<file path="src/rtl/logic_op_pkg.sv">
// Shared encodings for the logic-op responder: opcodes, FSM states and width default.
// The SHIFT state exists only when LOGIC_OP_SHIFT_EN is defined.
package logic_op_pkg;

  localparam int LOGIC_OP_WIDTH = 32;
  localparam int AMT_W          = 5;

  typedef enum logic [2:0] {
    OP_AND = 3'b000,
    OP_OR  = 3'b001,
    OP_XOR = 3'b010,
    OP_NOR = 3'b011,
    OP_NOT = 3'b100,
    OP_SHR = 3'b101,
    OP_SHL = 3'b110,
    OP_ROR = 3'b111
  } op_e;

  typedef enum logic [1:0] {
    ST_IDLE  = 2'd0,
`ifdef LOGIC_OP_SHIFT_EN
    ST_SHIFT = 2'd1,
`endif
    ST_RESP  = 2'd2
  } state_e;

  // Opcodes 101..111 are the shift group.
  function automatic logic is_shift(input logic [2:0] op);
    return op[2] & (op[1] | op[0]);
  endfunction

endpackage

</file>
<file path="src/rtl/logic_op_responder_if.sv">
// Request/response handshake bundle between an initiator (master) and the responder (slave).
interface logic_op_responder_if #(
  parameter int WIDTH = logic_op_pkg::LOGIC_OP_WIDTH
);

  logic             req_valid;
  logic             req_ready;
  logic [2:0]       op;
  logic [WIDTH-1:0] a;
  logic [WIDTH-1:0] b;
  logic             resp_valid;
  logic             resp_ready;
  logic [WIDTH-1:0] z;
  logic             zero;
  logic             err;

  modport master (
    output req_valid, op, a, b, resp_ready,
    input  req_ready, resp_valid, z, zero, err
  );

  modport slave (
    input  req_valid, op, a, b, resp_ready,
    output req_ready, resp_valid, z, zero, err
  );

endinterface

</file>
<file path="src/rtl/logic_op_comb.sv">
// Single-cycle bitwise unit for opcodes 000..100; any other opcode yields zero.
module logic_op_comb
  import logic_op_pkg::*;
#(
  parameter int WIDTH = LOGIC_OP_WIDTH
) (
  input  logic [2:0]       i_op,
  input  logic [WIDTH-1:0] i_a,
  input  logic [WIDTH-1:0] i_b,
  output logic [WIDTH-1:0] o_z
);

  always_comb begin
    // NOTE: default assignment first so every path drives o_z and no latch is inferred.
    o_z = '0;
    case (i_op)
      OP_AND:  o_z = i_a & i_b;
      OP_OR:   o_z = i_a | i_b;
      OP_XOR:  o_z = i_a ^ i_b;
      OP_NOR:  o_z = ~(i_a | i_b);
      OP_NOT:  o_z = ~i_a;
      default: o_z = '0;
    endcase
  end

endmodule

</file>
<file path="src/rtl/logic_op_responder.sv">
// Handshaked logic/shift responder: IDLE -> (SHIFT) -> RESP, one result per request.
// Shift ops (101..111) are built only with LOGIC_OP_SHIFT_EN; otherwise they return err.
module logic_op_responder
  import logic_op_pkg::*;
#(
  parameter int WIDTH = LOGIC_OP_WIDTH
) (
  input  logic                clk,
  input  logic                clr,
  logic_op_responder_if.slave bus
);

  state_e           r_state;
  logic [WIDTH-1:0] r_z;
  logic             r_err;
  logic             r_resp_valid;
  logic             r_req_ready;

  logic             w_accept;
  logic [WIDTH-1:0] w_logic_z;

  assign w_accept = bus.req_valid & r_req_ready;

  logic_op_comb #(.WIDTH(WIDTH)) u_comb (
    .i_op (bus.op),
    .i_a  (bus.a),
    .i_b  (bus.b),
    .o_z  (w_logic_z)
  );

`ifdef LOGIC_OP_SHIFT_EN
  logic [2:0]       r_op;
  logic [AMT_W-1:0] r_cnt;
  logic [AMT_W-1:0] w_amt;
  logic [WIDTH-1:0] w_shift_z;

  assign w_amt = bus.b[AMT_W-1:0];

  // One-bit step of the shift that was latched at acceptance.
  always_comb begin
    w_shift_z = r_z;
    case (r_op)
      OP_SHR:  w_shift_z = {1'b0, r_z[WIDTH-1:1]};
      OP_SHL:  w_shift_z = {r_z[WIDTH-2:0], 1'b0};
      OP_ROR:  w_shift_z = {r_z[0], r_z[WIDTH-1:1]};
      default: w_shift_z = r_z;
    endcase
  end
`endif

  always_ff @(posedge clk or posedge clr) begin
    if (clr) begin
      // NOTE: sequential state uses non-blocking assignments so all registers see pre-edge values.
      r_state      <= ST_IDLE;
      r_z          <= '0;
      r_err        <= 1'b0;
      r_resp_valid <= 1'b0;
      r_req_ready  <= 1'b1;
`ifdef LOGIC_OP_SHIFT_EN
      r_op         <= '0;
      r_cnt        <= '0;
`endif
    end else begin
      case (r_state)
        ST_IDLE: begin
          if (w_accept) begin
            r_req_ready <= 1'b0;
`ifdef LOGIC_OP_SHIFT_EN
            r_op  <= bus.op;
            r_cnt <= w_amt;
            r_err <= 1'b0;
            if (is_shift(bus.op)) begin
              r_z <= bus.a;
              if (w_amt == '0) begin
                r_state      <= ST_RESP;
                r_resp_valid <= 1'b1;
              end else begin
                r_state <= ST_SHIFT;
              end
            end else begin
              r_z          <= w_logic_z;
              r_state      <= ST_RESP;
              r_resp_valid <= 1'b1;
            end
`else
            r_z          <= is_shift(bus.op) ? '0 : w_logic_z;
            r_err        <= is_shift(bus.op);
            r_state      <= ST_RESP;
            r_resp_valid <= 1'b1;
`endif
          end
        end

`ifdef LOGIC_OP_SHIFT_EN
        ST_SHIFT: begin
          r_z   <= w_shift_z;
          r_cnt <= r_cnt - AMT_W'(1);
          // The step taken while the counter reads 1 is the last one.
          if (r_cnt == AMT_W'(1)) begin
            r_state      <= ST_RESP;
            r_resp_valid <= 1'b1;
          end
        end
`endif

        ST_RESP: begin
          if (bus.resp_ready) begin
            r_state      <= ST_IDLE;
            r_resp_valid <= 1'b0;
            r_req_ready  <= 1'b1;
          end
        end

        default: begin
          r_state      <= ST_IDLE;
          r_resp_valid <= 1'b0;
          r_req_ready  <= 1'b1;
        end
      endcase
    end
  end

  assign bus.req_ready  = r_req_ready;
  assign bus.resp_valid = r_resp_valid;
  assign bus.z          = r_z;
  assign bus.err        = r_err;
  assign bus.zero       = r_resp_valid & (r_z == '0);

endmodule
</file>
<file path="src/flat_wrapper.sv">
// flat-port wrapper written by rule: the top's interface ports become plain ports
module logic_op_responder_flat import logic_op_pkg::*;
#(
  parameter int WIDTH = LOGIC_OP_WIDTH
)
  (clk, clr, bus_req_valid, bus_op, bus_a, bus_b, bus_resp_ready, bus_req_ready, bus_resp_valid, bus_z, bus_zero, bus_err);
  logic_op_responder_if #(.WIDTH(WIDTH)) bus_i ();
  input  logic clk;
  input  logic clr;
  input wire logic [$bits(bus_i.req_valid)-1:0] bus_req_valid;
  input wire logic [$bits(bus_i.op)-1:0] bus_op;
  input wire logic [$bits(bus_i.a)-1:0] bus_a;
  input wire logic [$bits(bus_i.b)-1:0] bus_b;
  input wire logic [$bits(bus_i.resp_ready)-1:0] bus_resp_ready;
  output wire logic [$bits(bus_i.req_ready)-1:0] bus_req_ready;
  output wire logic [$bits(bus_i.resp_valid)-1:0] bus_resp_valid;
  output wire logic [$bits(bus_i.z)-1:0] bus_z;
  output wire logic [$bits(bus_i.zero)-1:0] bus_zero;
  output wire logic [$bits(bus_i.err)-1:0] bus_err;
  assign bus_i.req_valid = bus_req_valid;
  assign bus_i.op = bus_op;
  assign bus_i.a = bus_a;
  assign bus_i.b = bus_b;
  assign bus_i.resp_ready = bus_resp_ready;
  assign bus_req_ready = bus_i.req_ready;
  assign bus_resp_valid = bus_i.resp_valid;
  assign bus_z = bus_i.z;
  assign bus_zero = bus_i.zero;
  assign bus_err = bus_i.err;
  logic_op_responder #(.WIDTH(WIDTH)) u_core (.clk(clk), .clr(clr), .bus(bus_i));
endmodule
</file>
<file path="config.mk">
export PLATFORM = sky130hd
export DESIGN_NAME = logic_op_responder_flat
export DESIGN_NICKNAME = d
export VERILOG_FILES = /design/src/rtl/logic_op_pkg.sv /design/src/rtl/logic_op_responder_if.sv /design/src/rtl/logic_op_comb.sv /design/src/rtl/logic_op_responder.sv /design/src/flat_wrapper.sv
export SDC_FILE = /design/constraint.sdc
export NUM_CORES = 1
export LEC_CHECK = 0
export ABC_AREA = 1
export CORE_MARGIN = 5
export CORE_UTILIZATION = 46
export DETAILED_ROUTE_END_ITERATION = 7
export PLACE_DENSITY = 0.79
export SETUP_SLACK_MARGIN = 0.5
export SLEW_MARGIN = 15
export SYNTH_ARGS = -nofsm -noshare
export SYNTH_HDL_FRONTEND = slang
export SYNTH_HIERARCHICAL = 1
export SYNTH_SLANG_ARGS = --single-unit
</file>
<file path="constraint.sdc">
create_clock -name clk -period 1.2 [get_ports clk]
set_input_delay 0.36 -clock clk [delete_from_list [all_inputs] [get_ports clk]]
set_output_delay 0.36 -clock clk [all_outputs]
set_load 0.005 [all_outputs]
</file>
# After elaboration in Yosys (flattened, before gate mapping)
# Index checks and enable logic that the tools add are counted.
classes:
  eq_ne: 7
  n_reduce_logical: 5
  muxes: 11
  bitwise: 9
op_table:
  columns: ["op", "n"]
  rows:
  - ["$pmux W32 S5", 1]
  - ["$not A32 Y32", 2]
  - ["$and A32 B32 Y32", 1]
  - ["$logic_not A32 Y1", 1]
  - ["$mux W32", 1]
  - ["$or A32 B32 Y32", 1]
  - ["$xor A32 B32 Y32", 1]
  - ["$eq A3 B2 Y1 const B", 2]
  - ["$mux W1", 4]
  - ["$mux W2", 2]
  - ["$pmux W1 S2", 2]
  - ["$pmux W2 S2", 1]
  - ["$reduce_and A2 Y1", 2]
  - ["$and A1 B1 Y1", 3]
  - ["$eq A3 B1 Y1 const B", 1]
  - ["$eq A3 B3 Y1 const B", 1]
  - ["$logic_not A3 Y1", 1]
  - ["$eq A2 B2 Y1 const B", 1]
  - ["$logic_not A2 Y1", 1]
  - ["$ne A2 B1 Y1 const B", 1]
  - ["$ne A2 B2 Y1 const B", 1]
  - ["$or A1 B1 Y1", 1]
word_totals:
  reg_bits: 37
  wordCells: 37
  in_bits: 71
  out_inout_bits: 36

# Logic depth before layout (Yosys ltp)
logic_depth:
  depth_word: 4
  mapped_depth: 11
  mapped_depth_nobuf: 9

# By module
# The synthesis kept the hierarchy.
modules_own_cells:
  columns: ["module", "instances", "area_per_inst_um2", "cells_per_inst", "seq_area_each_um2"]
  rows:
  - ["logic_op_comb", 1, 2621.3, 474, 0.0]
  - ["logic_op_responder", 1, 1506.4, 177, 877.1]

# Worst setup path before layout
# No wires, ideal clock.
synth_timing:
  path_type: "register to output"
  start: "register u_core.r_z[18], in the netlist u_core/bus.z[18]"
  end: "output bus_zero"
  required_time_ps: 840
  stages_incl_launch_ff: 5
  n_path_buf: 0
  t_arrival_ps: 944
  path_slack_ps: -104
  path_cell_list: "dfrtp_1 or2_2 nor2_1 nand3_1 nor2_1"
synth_via:
  elab_chain_cells: 2
synth_lines:
  columns: ["item", "line_no", "text"]
  rows:
  - ["start: declaration", "logic_op_responder.sv:14", "logic [WIDTH-1:0] r_z;"]
  - ["start signal: assignment", "logic_op_responder.sv:86", "r_z <= is_shift(bus.op) ? '0 : w_logic_z;"]
  - ["$logic_not A32 Y1", "logic_op_responder.sv:127", "assign bus.zero = r_resp_valid & (r_z == '0);"]
  - ["$and A1 B1 Y1", "logic_op_responder.sv:127", null]
  - ["end: declaration", "flat_wrapper.sv:18", "output wire logic [$bits(bus_i.zero)-1:0] bus_zero;"]
# Every way passes these cells.

# Worst setup path after layout
layout_timing:
  start: "register u_core.r_z[3], in the netlist u_core/bus.z[3]"
  end: "output bus_zero"
# The elaborated chain is that of the path after synthesis.

==> insert_results.sql <==
INSERT INTO impl_metrics (metric_group, metric, value, unit) VALUES
('synthesis', 'synth-seq-cells', '35', ''),
('synthesis', 'synth_enable_flop_cells', '0', ''),
('clocking', 'htree_num_levels', '2', ''),
('floorplan', 'boundaryPins', '107', ''),
('power', 'irDropWorstVdd', '0.8273', 'mV'),
('sta', 'fin_setup_tns', '-16.28', 'ns'),
('sta', 'clock_skew', '0.01070', 'ns'),
('synthesis', 'synth-main-ff-cell', 'dfrtp_1', ''),
('finish', 'flow.area_growth_from_synthesis', '72.60', '%'),
('floorplan', 'start_util', '0.4733', ''),
('clocking', 'cts_inserted_buffers', '5', ''),
('synthesis', 'largest_family_of_logic_cells_by_synthesized_area', 'simple AND/OR/NAND/NOR gates', ''),
('run_status', 'outcome', 'finished, violations left', ''),
('global_routing', 'antenna_found_initial', '0', ''),
('sta', 'final_critical_path_setup_slack', '-0.6175', 'ns'),
('synthesis', 'synth.distinct_cells', '25', ''),
('clocking', 'clock_root_cell', 'clkbuf_8', ''),
('detailed_routing', 'drt_iter0_drc', '789', ''),
('floorplan', 'design.core.area', '0.008721', 'mm^2'),
('synthesis', 'ys.warnings.count', '6', ''),
('synthesis', 'synth_simple_gate_area_share', '0.4526', ''),
('power', 'power_per_cell_area', '1540', 'mW/mm^2'),
('sta', 'timing.fmax', '550.2', 'MHz'),
('global_routing', 'overflow', '0', ''),
('worst_setup_path', 'cp-end-kind', 'output port', ''),
('detailed_routing', 'detail_route.drc_violations', '0', ''),
('sta', 'slew_headroom', '0.7965', ''),
('floorplan', 'die-width', '104.7', 'um'),
('finish', 'num-fill-cells', '489', ''),
('synthesis', 'postSynthCellCount', '651', ''),
('worst_setup_path', 'crit_type', 'reg2out', ''),
('floorplan', 'die_height', '104.7', 'um'),
('sta', 'setup_repair_after_global_routing_missed_its_margin', 'true', ''),
('clocking', 'cts_hold_buf', '0', ''),
('finish', 'post-route-cell-area', '0.007124', 'mm^2'),
('detailed_routing', 'vias_per_cell', '6.013', ''),
('finish', 'final_cell_count_no_fill', '959', ''),
('floorplan', 'core.rowCount', '34', ''),
('synthesis', 'post_synth_instance_area', '0.004128', 'mm^2'),
('clocking', 'cts_tree', 'built', ''),
('global_routing', 'global_route_wire_length_before_repair', '27.53', 'mm'),
('detailed_routing', 'detailroute.via_count', '5766', ''),
('placed_design', 'place_inst', '908', ''),
('sta', 'worstMarginPinSlew', '0.3053', 'ns'),
('clocking', 'cts.reportedPaths.clkPinSlew', '0.07', 'ns'),
('detailed_routing', 'detail_route.wl_per_cell', '20.63', 'um'),
('sta', 'final-setup-viol-count', '71', ''),
('worst_setup_path', 'worst_endpoint_required_time', '0.84', 'ns'),
('sta', 'final-hold-violation-count', '0', ''),
('finish', 'nets', '985', ''),
('synthesis', 'synth-async-reset-ratio', '1.000', ''),
('worst_setup_path', 'setup.worst_path.start_class', 'register', ''),
('floorplan', 'design.die.area', '0.01097', 'mm^2'),
('synthesis', 'avg_cell_area_syn', '6.341', 'um^2'),
('sta', 'period_utilization_post_route', '1.515', ''),
('sta', 'clock_period_minus_worst_slack', '1.817', 'ns'),
('synthesis', 'synthesis.nets', '786', ''),
('clocking', 'clkLatencyLatePin', '0.30', 'ns'),
('detailed_routing', 'postRouteWirelength', '19.78', 'mm'),
('run', 'drv_cap', '0', ''),
('detailed_routing', 'detail_route.first_pass.iterations', '8', ''),
('synthesis', 'post_synth_mux_area_share', '0', ''),
('synthesis', 'synth_fa_ha_area_frac', '0.1940', ''),
('sta', 'maxSlewViolCount', '0', ''),
('worst_setup_path', 'cp.arrival', '1.46', 'ns'),
('placed_design', 'place_worst_setup_slack', '-0.7632', 'ns'),
('global_routing', 'pin_count_of_the_biggest_net_entering_global_routing', '43', ''),
('finish', 'drive_above_1_share', '0.3255', ''),
('placed_design', 'buffer_ports.inserted', '106', ''),
('run_status', 'failed_checks', 'negative setup slack', ''),
('placed_design', 'placed_area', '0.005886', 'mm^2');
-- cell usage in the layout (no fill, tap or decap), types with 4 or more instances in the layout --
cell,count
nand4_1,32
nand2_4,31
buf_4,47
ha_2,5
dfrtp_1,34
nand3b_1,12
dlygate4sd2_1,27
dlymetal6s2s_1,6
clkbuf_8,7
nand2_1,166
nor2_4,4
buf_12,13
buf_6,85
buf_16,6
nand3_2,13
inv_1,86
nand3_1,63
clkdlybuf4s50_1,34
nor2_2,7
buf_2,4
nand2_2,36
ha_1,59
nor2_1,52
-- kinds of logic (layout without fill, tap and decap cells) --
kind of cell             after synthesis  count (layout)
buffers and inverters                127             327
adder cells (fa/ha/maj)               64              64
AND/OR/NAND/NOR                      421             421
flip-flops                            35              35
AO/OA/AOI/OAI                          4               4
-- cell type report --
class,count,area (um^2),area share
multi-input cells,489,3119,0.4378
repair buffers,230,2555,0.3586
flip-flops and latches,35,877.1,0.1231
inverters,89,337.8,0.04742
well taps,108,135.1,0.01897
clock buffers,8,100.1,0.01405
-- metal layers --
metal / GRT usage / part of all wire / up-vias
met1: 0.3389 / 0.34 / 2627
li1: - / - / 2435
met2: 0.5238 / 0.46 / 520
met4: 0.1845 / 0.091 / 0
met3: 0.07460 / 0.11 / 184
met5: 0 / 0 / -
-- worst max-delay path, cell delays in order (launching register included) --
cell and delay [ns]:
dfrtp_1 0.43, nor2_1 0.20, nand2_1 0.10, nor2_2 0.14, nand3_2 0.08, nor2_1 0.09, buf_2 0.12
-- power by group --
part	switching (uW)	leakage, uW	internal, uW
Combinational	3450	0.00377	4250
Clock	480	0.0000515	525
Sequential	516	0.000465	1750
-- state kept, by name, summed over array words and instances, names as in the netlist --
register,flops
u_core/bus.err,1
u_core/bus.req_ready,1
u_core/bus.z,32
u_core/bus.resp_valid,1
-- per-stage QoR --
| stage | power [uW] | utilization |
|---|---|---|
| after detailed placement | 6789 | 0.6749 |
| after global routing | 11370 | 0.8169 |
| after floorplan | 3909 | - |
| after CTS | 9279 | 0.7717 |
| final | 10970 | 0.8169 |
| after global placement | 6661 | 0.6749 |
-- Yosys cell counts, types with 2 or more instances --
cell type / n / area share
inv_1: 87 / 0.079
nand3_1: 76 / 0.092
inv_2: 2 / 0.0018
nand2_2: 10 / 0.015
buf_1: 3 / 0.0027
buf_4: 6 / 0.011
nand4_1: 32 / 0.048
o21ai_0: 3 / 0.0036
buf_6: 2 / 0.0055
dfrtp_1: 34 / 0.21
nand3b_1: 12 / 0.022
or2_2: 2 / 0.0030
buf_2: 23 / 0.028
clkbuf_1: 3 / 0.0027
nor2_4: 2 / 0.0055
nand2_1: 223 / 0.20
ha_1: 64 / 0.19
nor2_1: 60 / 0.055
-- path summary, 6_finish.rpt --
kind	cells past startpoint	from	slack, ns	endpoint
max in group asynchronous	3	clr	0.56	u_core/bus.z[18]
worst min register to register	3	u_core/bus.z[12]	0.61	u_core/bus.z[12]
min in group clk	4	bus_op[0]	0.56	u_core/bus.err
worst max register to register	8	u_core/bus.req_ready	-0.36	u_core/bus.z[16]
worst max-delay path	6	u_core/bus.z[3]	-0.62	bus_zero
worst min-delay path	2	clr	0.32	u_core/bus.resp_valid
-- timing repair --
item,in CTS,in global routing
endpoints found under the setup margin,71,71
gates cloned,8,1
resized for setup,308,79
buffers inserted,21,13
pin swaps,36,25
Power figures use the tool's default switching activity.
